`src/rtl/fp_pkg.sv`:
```
// Shared floating-point definitions for the multiplier datapath.
//   - Default exponent width / bias for half, single and double formats.
//   - exp_flags_t: special-case and range flags produced by the exponent path.
//   - exp_all_ones(): all-ones exponent value (inf/NaN encoding) for a width.
package fp_pkg;

  localparam int EXP_W_HALF   = 5;
  localparam int BIAS_HALF    = 15;
  localparam int EXP_W_SINGLE = 8;
  localparam int BIAS_SINGLE  = 127;
  localparam int EXP_W_DOUBLE = 11;
  localparam int BIAS_DOUBLE  = 1023;

  typedef struct packed {
    logic ovf;
    logic unf;
    logic is_zero;
    logic is_inf;
    logic is_nan;
  } exp_flags_t;

  function automatic logic [63:0] exp_all_ones(input int exp_w);
    return (64'd1 << exp_w) - 64'd1;
  endfunction

endpackage

```
`src/rtl/exp_classify.sv`:
```
// Combinational classification of one biased exponent field.
// Ports:
//   exp_i      biased exponent
//   is_zero_o  exponent is zero (zero or denormal operand, flushed)
//   is_ones_o  exponent is all-ones (inf or NaN operand)
module exp_classify
  import fp_pkg::*;
#(
  parameter int EXP_W = EXP_W_SINGLE
) (
  input  logic [EXP_W-1:0] exp_i,
  output logic             is_zero_o,
  output logic             is_ones_o
);

  localparam logic [EXP_W-1:0] ALL_ONES = EXP_W'(exp_all_ones(EXP_W));

  assign is_zero_o = (exp_i == '0);
  assign is_ones_o = (exp_i == ALL_ONES);

endmodule

```
`src/rtl/exp_adder_pipe.sv`:
```
// Two-stage pipelined exponent path of the floating-point multiplier.
// Stage 1 classifies both operands and forms the unbiased-once sum
// a + b - BIAS + norm_inc at full (EXP_W+2)-bit signed precision.
// Stage 2 resolves special operands and overflow/underflow into the
// final biased exponent and one-hot flags.
// Ports:
//   clk, rst                      clock, synchronous active-high reset
//   in_valid/in_ready             operand handshake (exp_a, exp_b, norm_inc)
//   out_valid/out_ready           result handshake (exp_res + flags)
//   ovf/unf/is_zero/is_inf/is_nan result classification, at most one set
module exp_adder_pipe
  import fp_pkg::*;
#(
  parameter int EXP_W = EXP_W_SINGLE,
  parameter int BIAS  = BIAS_SINGLE
) (
  input  logic             clk,
  input  logic             rst,
  input  logic             in_valid,
  output logic             in_ready,
  input  logic [EXP_W-1:0] exp_a,
  input  logic [EXP_W-1:0] exp_b,
  input  logic             norm_inc,
  output logic             out_valid,
  input  logic             out_ready,
  output logic [EXP_W-1:0] exp_res,
  output logic             ovf,
  output logic             unf,
  output logic             is_zero,
  output logic             is_inf,
  output logic             is_nan
);

  localparam int RAW_W = EXP_W + 2;
  localparam logic [EXP_W-1:0]        ALL_ONES = EXP_W'(exp_all_ones(EXP_W));
  localparam logic signed [RAW_W-1:0] RAW_OVF  = $signed({2'b00, ALL_ONES});
  localparam logic signed [RAW_W-1:0] RAW_ZERO = '0;
  localparam logic signed [RAW_W-1:0] BIAS_RAW = RAW_W'(BIAS);

  // Stage 1 classification
  logic za_d, zb_d, ia_d, ib_d;

  exp_classify #(.EXP_W(EXP_W)) u_cls_a (
    .exp_i     (exp_a),
    .is_zero_o (za_d),
    .is_ones_o (ia_d)
  );

  exp_classify #(.EXP_W(EXP_W)) u_cls_b (
    .exp_i     (exp_b),
    .is_zero_o (zb_d),
    .is_ones_o (ib_d)
  );

  // Zero-extend both operands so the sum cannot wrap before range checks.
  logic signed [RAW_W-1:0] raw_d;
  assign raw_d = $signed({2'b00, exp_a}) + $signed({2'b00, exp_b}) - BIAS_RAW
               + $signed({{(RAW_W-1){1'b0}}, norm_inc});

  logic                    s1_valid_q;
  logic signed [RAW_W-1:0] s1_raw_q;
  logic                    s1_za_q, s1_zb_q, s1_ia_q, s1_ib_q;

  logic                    s2_valid_q;
  logic [EXP_W-1:0]        s2_exp_q;
  exp_flags_t              s2_flags_q;

  // Handshake and stage movement
  logic in_fire, s2_load, out_fire;
  assign in_ready = !s1_valid_q || !s2_valid_q || out_ready;
  assign in_fire  = in_valid && in_ready;
  assign s2_load  = s1_valid_q && (!s2_valid_q || out_ready);
  assign out_fire = s2_valid_q && out_ready;

  // Stage 2 resolution: special operands take priority over range checks.
  logic [EXP_W-1:0] s2_exp_d;
  exp_flags_t       s2_flags_d;
  logic             nan_c, zero_c, inf_c;

  always_comb begin
    nan_c      = (s1_za_q && s1_ib_q) || (s1_ia_q && s1_zb_q);
    zero_c     = (s1_za_q || s1_zb_q) && !nan_c;
    inf_c      = (s1_ia_q || s1_ib_q) && !nan_c && !zero_c;
    s2_flags_d = '0;
    s2_exp_d   = s1_raw_q[EXP_W-1:0];
    if (nan_c) begin
      s2_exp_d          = ALL_ONES;
      s2_flags_d.is_nan = 1'b1;
    end else if (zero_c) begin
      s2_exp_d           = '0;
      s2_flags_d.is_zero = 1'b1;
    end else if (inf_c) begin
      s2_exp_d          = ALL_ONES;
      s2_flags_d.is_inf = 1'b1;
    end else if (s1_raw_q >= RAW_OVF) begin
      s2_exp_d       = ALL_ONES;
      s2_flags_d.ovf = 1'b1;
    end else if (s1_raw_q <= RAW_ZERO) begin
      s2_exp_d       = '0;
      s2_flags_d.unf = 1'b1;
    end
  end

  always_ff @(posedge clk) begin
    if (rst) begin
      s1_valid_q <= 1'b0;
      s1_raw_q   <= '0;
      s1_za_q    <= 1'b0;
      s1_zb_q    <= 1'b0;
      s1_ia_q    <= 1'b0;
      s1_ib_q    <= 1'b0;
      s2_valid_q <= 1'b0;
      s2_exp_q   <= '0;
      s2_flags_q <= '0;
    end else begin
      if (in_fire) begin
        s1_valid_q <= 1'b1;
        s1_raw_q   <= raw_d;
        s1_za_q    <= za_d;
        s1_zb_q    <= zb_d;
        s1_ia_q    <= ia_d;
        s1_ib_q    <= ib_d;
      end else if (s2_load) begin
        s1_valid_q <= 1'b0;
      end

      if (s2_load) begin
        s2_valid_q <= 1'b1;
        s2_exp_q   <= s2_exp_d;
        s2_flags_q <= s2_flags_d;
      end else if (out_fire) begin
        s2_valid_q <= 1'b0;
      end
    end
  end

  assign out_valid = s2_valid_q;
  assign exp_res   = s2_exp_q;
  assign ovf       = s2_flags_q.ovf;
  assign unf       = s2_flags_q.unf;
  assign is_zero   = s2_flags_q.is_zero;
  assign is_inf    = s2_flags_q.is_inf;
  assign is_nan    = s2_flags_q.is_nan;

endmodule
```
`config.mk`:
```
export PLATFORM = sky130hd
export DESIGN_NAME = exp_adder_pipe
export DESIGN_NICKNAME = d
export VERILOG_FILES = /design/src/rtl/fp_pkg.sv /design/src/rtl/exp_classify.sv /design/src/rtl/exp_adder_pipe.sv
export SDC_FILE = /design/constraint.sdc
export NUM_CORES = 1
export LEC_CHECK = 0
export CAP_MARGIN = 20
export CORE_UTILIZATION = 51
export DETAILED_ROUTE_END_ITERATION = 16
export PLACE_DENSITY = 0.89
export RECOVER_POWER = 25
export SLEW_MARGIN = 10
export SYNTH_ARGS = -nofsm -noshare
export SYNTH_HDL_FRONTEND = slang
export SYNTH_SLANG_ARGS = --single-unit
export TNS_END_PERCENT = 100
```
`constraint.sdc`:
```
create_clock -name clk -period 3.1 [get_ports clk]
set_clock_uncertainty 0.15 [all_clocks]
set_input_delay 0.62 -clock clk [delete_from_list [all_inputs] [get_ports clk]]
set_output_delay 0.62 -clock clk [all_outputs]
set_load 0.01 [all_outputs]
```
==> results of run 1 <==
layout make-up:
type                       instances  area [µm²]  share of cell area
clock buffer                       7        55.1              0.0247
inverter                          12        45.0              0.0202
multi-input combinational        167        1110               0.496
timing repair buffer              41         388               0.174
tap                               44        55.1              0.0247
sequential                        29         581               0.260
registers in the layout (all words and copies together), names as in the netlist:
signal	cells
exp_res	8
s1_zb_q	1
s1_raw_q	10
is_nan	1
out_valid	1
s1_ib_q	1
is_inf	1
s1_valid_q	1
is_zero	1
unf	1
s1_ia_q	1
ovf	1
s1_za_q	1
synth_stat cells, drive strengths merged (2+ instances only):
cell,count
dfxtp,29
a21oi,23
nand2,22
nor2,18
ha,16
o21ai,13
inv,12
nand3,8
nor3,8
nor2b,7
buf,6
nor4,6
nor4b,6
nand4,5
a211oi,4
a22oi,4
a31oi,3
nand2b,3
or4,3
and4,2
nor3b,2
worst min-delay path, cell delays in order (launching register included):
cell	delay, ns
sky130_fd_sc_hd__dfxtp_1	0.31
sky130_fd_sc_hd__nand2_1	0.05
sky130_fd_sc_hd__a21oi_1	0.05
routing by layer:
layer | wire length [µm] | up-vias | part of all wire
li1 | - | 872 | -
met1 | 1840 | 794 | 0.46
met2 | 1930 | 46 | 0.48
met3 | 177 | 10 | 0.044
met4 | 96 | 0 | 0.024
met5 | 0 | - | 0
kinds of logic (layout without fill, tap and decap cells):
kind of cell,Yosys count,count (layout)
compound gates,56,56
mux,1,1
buf+inv,19,60
flops,29,29
simple gates,93,93
fa+ha+maj,17,17
stage by stage:
step,cell area (µm²),worst slack (ns),power [µW],setup TNS (ns)
after CTS,2240,0.279,884,0
after floorplan,1770,0.512,570,0
final,2230,0.279,881,0
after detailed placement,2180,-0.0713,659,-0.0739
after global routing,2230,0.179,936,0
after global placement,2180,0.00640,653,0
report_power, final:
part           switching [µW]  total [µW]  leakage, µW  internal, µW
Combinational             119         236     0.000626           117
Sequential               21.6         416     0.000236           395
Clock                     121         228    0.0000314           107
Total                     262         881     0.000894           619
final timing paths:
| path | startpoint | to | slack (ns) | cells after the start |
|---|---|---|---|---|
| max reg2reg | s1_valid_q | s1_raw_q[8] | 1.04 | 5 |
| max | exp_a[0] | s1_raw_q[6] | 0.28 | 12 |
| min | exp_res[5] | exp_res[5] | 0.30 | 2 |
| min reg2reg | exp_res[5] | exp_res[5] | 0.30 | 2 |
==> results.md, run 1 <==
- The most frequent standard cell in the layout excluding fill and tap cells is sky130_fd_sc_hd__clkdlybuf4s50_1.
- Once the clock tree was built, the resizer swapped 0 gates to a different size.
- The average wire length per cell after detail routing is 13.5 µm.
- The iteration-0 DRC count of the detailed router is 83.
- The congestion estimate from routability-driven global placement came to 0.862.
- The arrival time at the worst endpoint is 2.95 ns.
- The core region is 0.00318 mm².
- Dividing the final minimum period by the clock period gives 0.910.
- The area growth from synthesis to layout is 26.3%.
- The die outline width is 60.8 µm.
- The number of cells in the finished layout apart from fillers is 300.
- Sorting the synthesized cells by area gives the leading types as sky130_fd_sc_hd__dfxtp_1, sky130_fd_sc_hd__ha_1, sky130_fd_sc_hd__a21oi_1.
- In the global route stage, overall resource usage came out at 0.252.
- The share of Yosys cell area claimed by the top area cell type is 0.329.
- At the later pin of the worst-skew pair, clock insertion delay measures 0.33 ns.
- The count of nets left with antenna violations after detail routing is 0.
- The number of nets in the synthesized netlist is 253.
- The layer flagged by global routing as most heavily used is met2.
- The cell total after placement is 293.
- In this run the vertical extent of the chip is 60.8 µm.
- The power density over the cells is 395 mW/mm².
- The remaining design rule violation count is 0.
- Traced cell by cell, the critical path runs through clkdlybuf4s50_1 > inv_1 > ha_1 > inv_1 > ha_1 > inv_1 > fa_1 > nor2b_4 > o31a_4 > o21ai_2 > or4_1 > nand3_1.
- The largest net degree at the start of global routing is 29.
- STA classifies the critical path endpoint as a register.
- The total of buffers placed on input and output ports is 35.
- On the worst path, the slowest cell contributes a delay of 0.47 ns.
- The largest family of logic cells by synthesized area is simple AND/OR/NAND/NOR gates.
- Static timing analysis puts the maximum clock frequency at 354 MHz.
- The via count of the first global-routing pass was 1509.
- Wires add up to 4050 µm.
- The antenna diode count is 0.
- The worst setup path is of the input port to register kind.
- The endpoint required time on the critical path is 3.23 ns.
- Setup repair after global routing left no endpoint under its margin.
- The number of instances in the synthesized netlist is 215.
- The share of the Yosys chip area taken by registers is 0.329.
- The leftover overflow at the end of global routing is 0.
- The tool flagged a number of max-cap violations equal to 0.
- The worst min-delay path class is register to register.
- The flip-flop and latch count after synthesis is 29.
- The cell at the root of the clock tree is sky130_fd_sc_hd__clkbuf_4.
- For this design the top-level I/O count stands at 36.
- The number of nets in the finished design is 294.
- The detailed-placement wirelength estimate is 3120 µm.
- The critical-path cell with the highest stage delay is sky130_fd_sc_hd__clkdlybuf4s50_1.
- In this run the static leakage power is 0.000894 µW.
- The fraction of final layout cells sized beyond drive strength 1 is 0.0781.
- The buffer count from post-CTS setup fixing is 0.
- The multiplexer share of the synthesized area is 0.00567.
- The number of hold buffers added after CTS is 0.
- The first TritonRoute pass finished after 4 iterations.
- In this design, the critical path's most frequently occurring cell is sky130_fd_sc_hd__inv_1.
- Setup violations remaining at the end of the flow were counted as 0.
- The critical path contains buffers and inverters numbering 4 combined.
- Of the total synthesized cell area, the portion taken by full adders, half adders and majority gates is 0.125.
- The async set-or-reset flop fraction in the synthesized netlist is 0.
- In this run the deepest clock path goes through 2 buffers.
- The worst pin sits at a relative slew slack of 0.448.
- For this run, the leading register cell type out of synthesis is sky130_fd_sc_hd__dfxtp_1.
- The number of antenna violations at the first check in global routing is 0.
- The startpoint type of the worst setup path is an input port.
- The first global-routing pass estimated 6730 µm of wire.
- The run finished with clean final reports.
- Averaged over all synthesized cells, the footprint is 8.21 µm².
- The synthesized-area fraction occupied by ao, oa, aoi and oai cells was 0.210.
- The highest net fanout along the worst path is 3.
- The number of hold-slack violations in the final timing report came to 0.
- The parity-gate share of the synthesized area counting xor and xnor cells is 0.
- The total of fill cells in the finished design is 270.
- The synthesized netlist occupies a cell area of 0.00177 mm².
- Clock-pin slew was measured on the worst setup and hold paths at 0.08 ns.
- For this configuration, the core starts out at a cell density of 0.556.
- The detail-routed via count per cell is 5.74.
- The area of the die is 0.00370 mm².
- The met1 capacity usage during global routing is 0.311.
- The kind of cell with the highest combined delay on the critical path is adder cells.
- The worst vdd rail ir drop is 0.000316 V.
- The CTS buffer count is 5.
- For met3 alone, demand over resource in global routing was 0.0448.
- The met2 layer usage reported by global route is 0.422.
- Hold is met by 0.302 ns.
- The basic-gate share of the synthesized area counting and, or, nand and nor cells is 0.288.
- During synthesis, Yosys emitted a total of 0 warnings.
- The number of max-slew violations in the final report is 0.
- At the pin with the least slew margin, the transition time is 0.826 ns.
- Across all layers, the routed design uses 1722 vias.
- The library cells used most frequently in the layout, excluding fill and tap cells, are sky130_fd_sc_hd__clkdlybuf4s50_1, sky130_fd_sc_hd__dfxtp_1, sky130_fd_sc_hd__a21oi_1, sky130_fd_sc_hd__nand2_1, sky130_fd_sc_hd__nor2_1.
- Counting flops with a built-in enable in the synthesized netlist gives 0.
- The clock tree from TritonCTS is done.
- The number of clock sinks is 29.
- Of all cell types, the one taking the most synthesized area is sky130_fd_sc_hd__dfxtp_1.
- The final core area utilization is 0.702.
- Counting I/O delays and the setup requirement, the final critical path takes 2.82 ns.
- The number of placement rows is 20.
- After synthesis, the netlist uses 42 different library cells.
- In this run the number of H-tree levels came out at 2.
Power figures use the tool's default switching activity.
==> run 2, diff against run 1 <==
Settings changed: ABC_CLOCK_PERIOD_IN_PS set to 3100.
==> results of run 2 <==
Same layout as run 1: the final DEF is identical, and so are final timing and power.
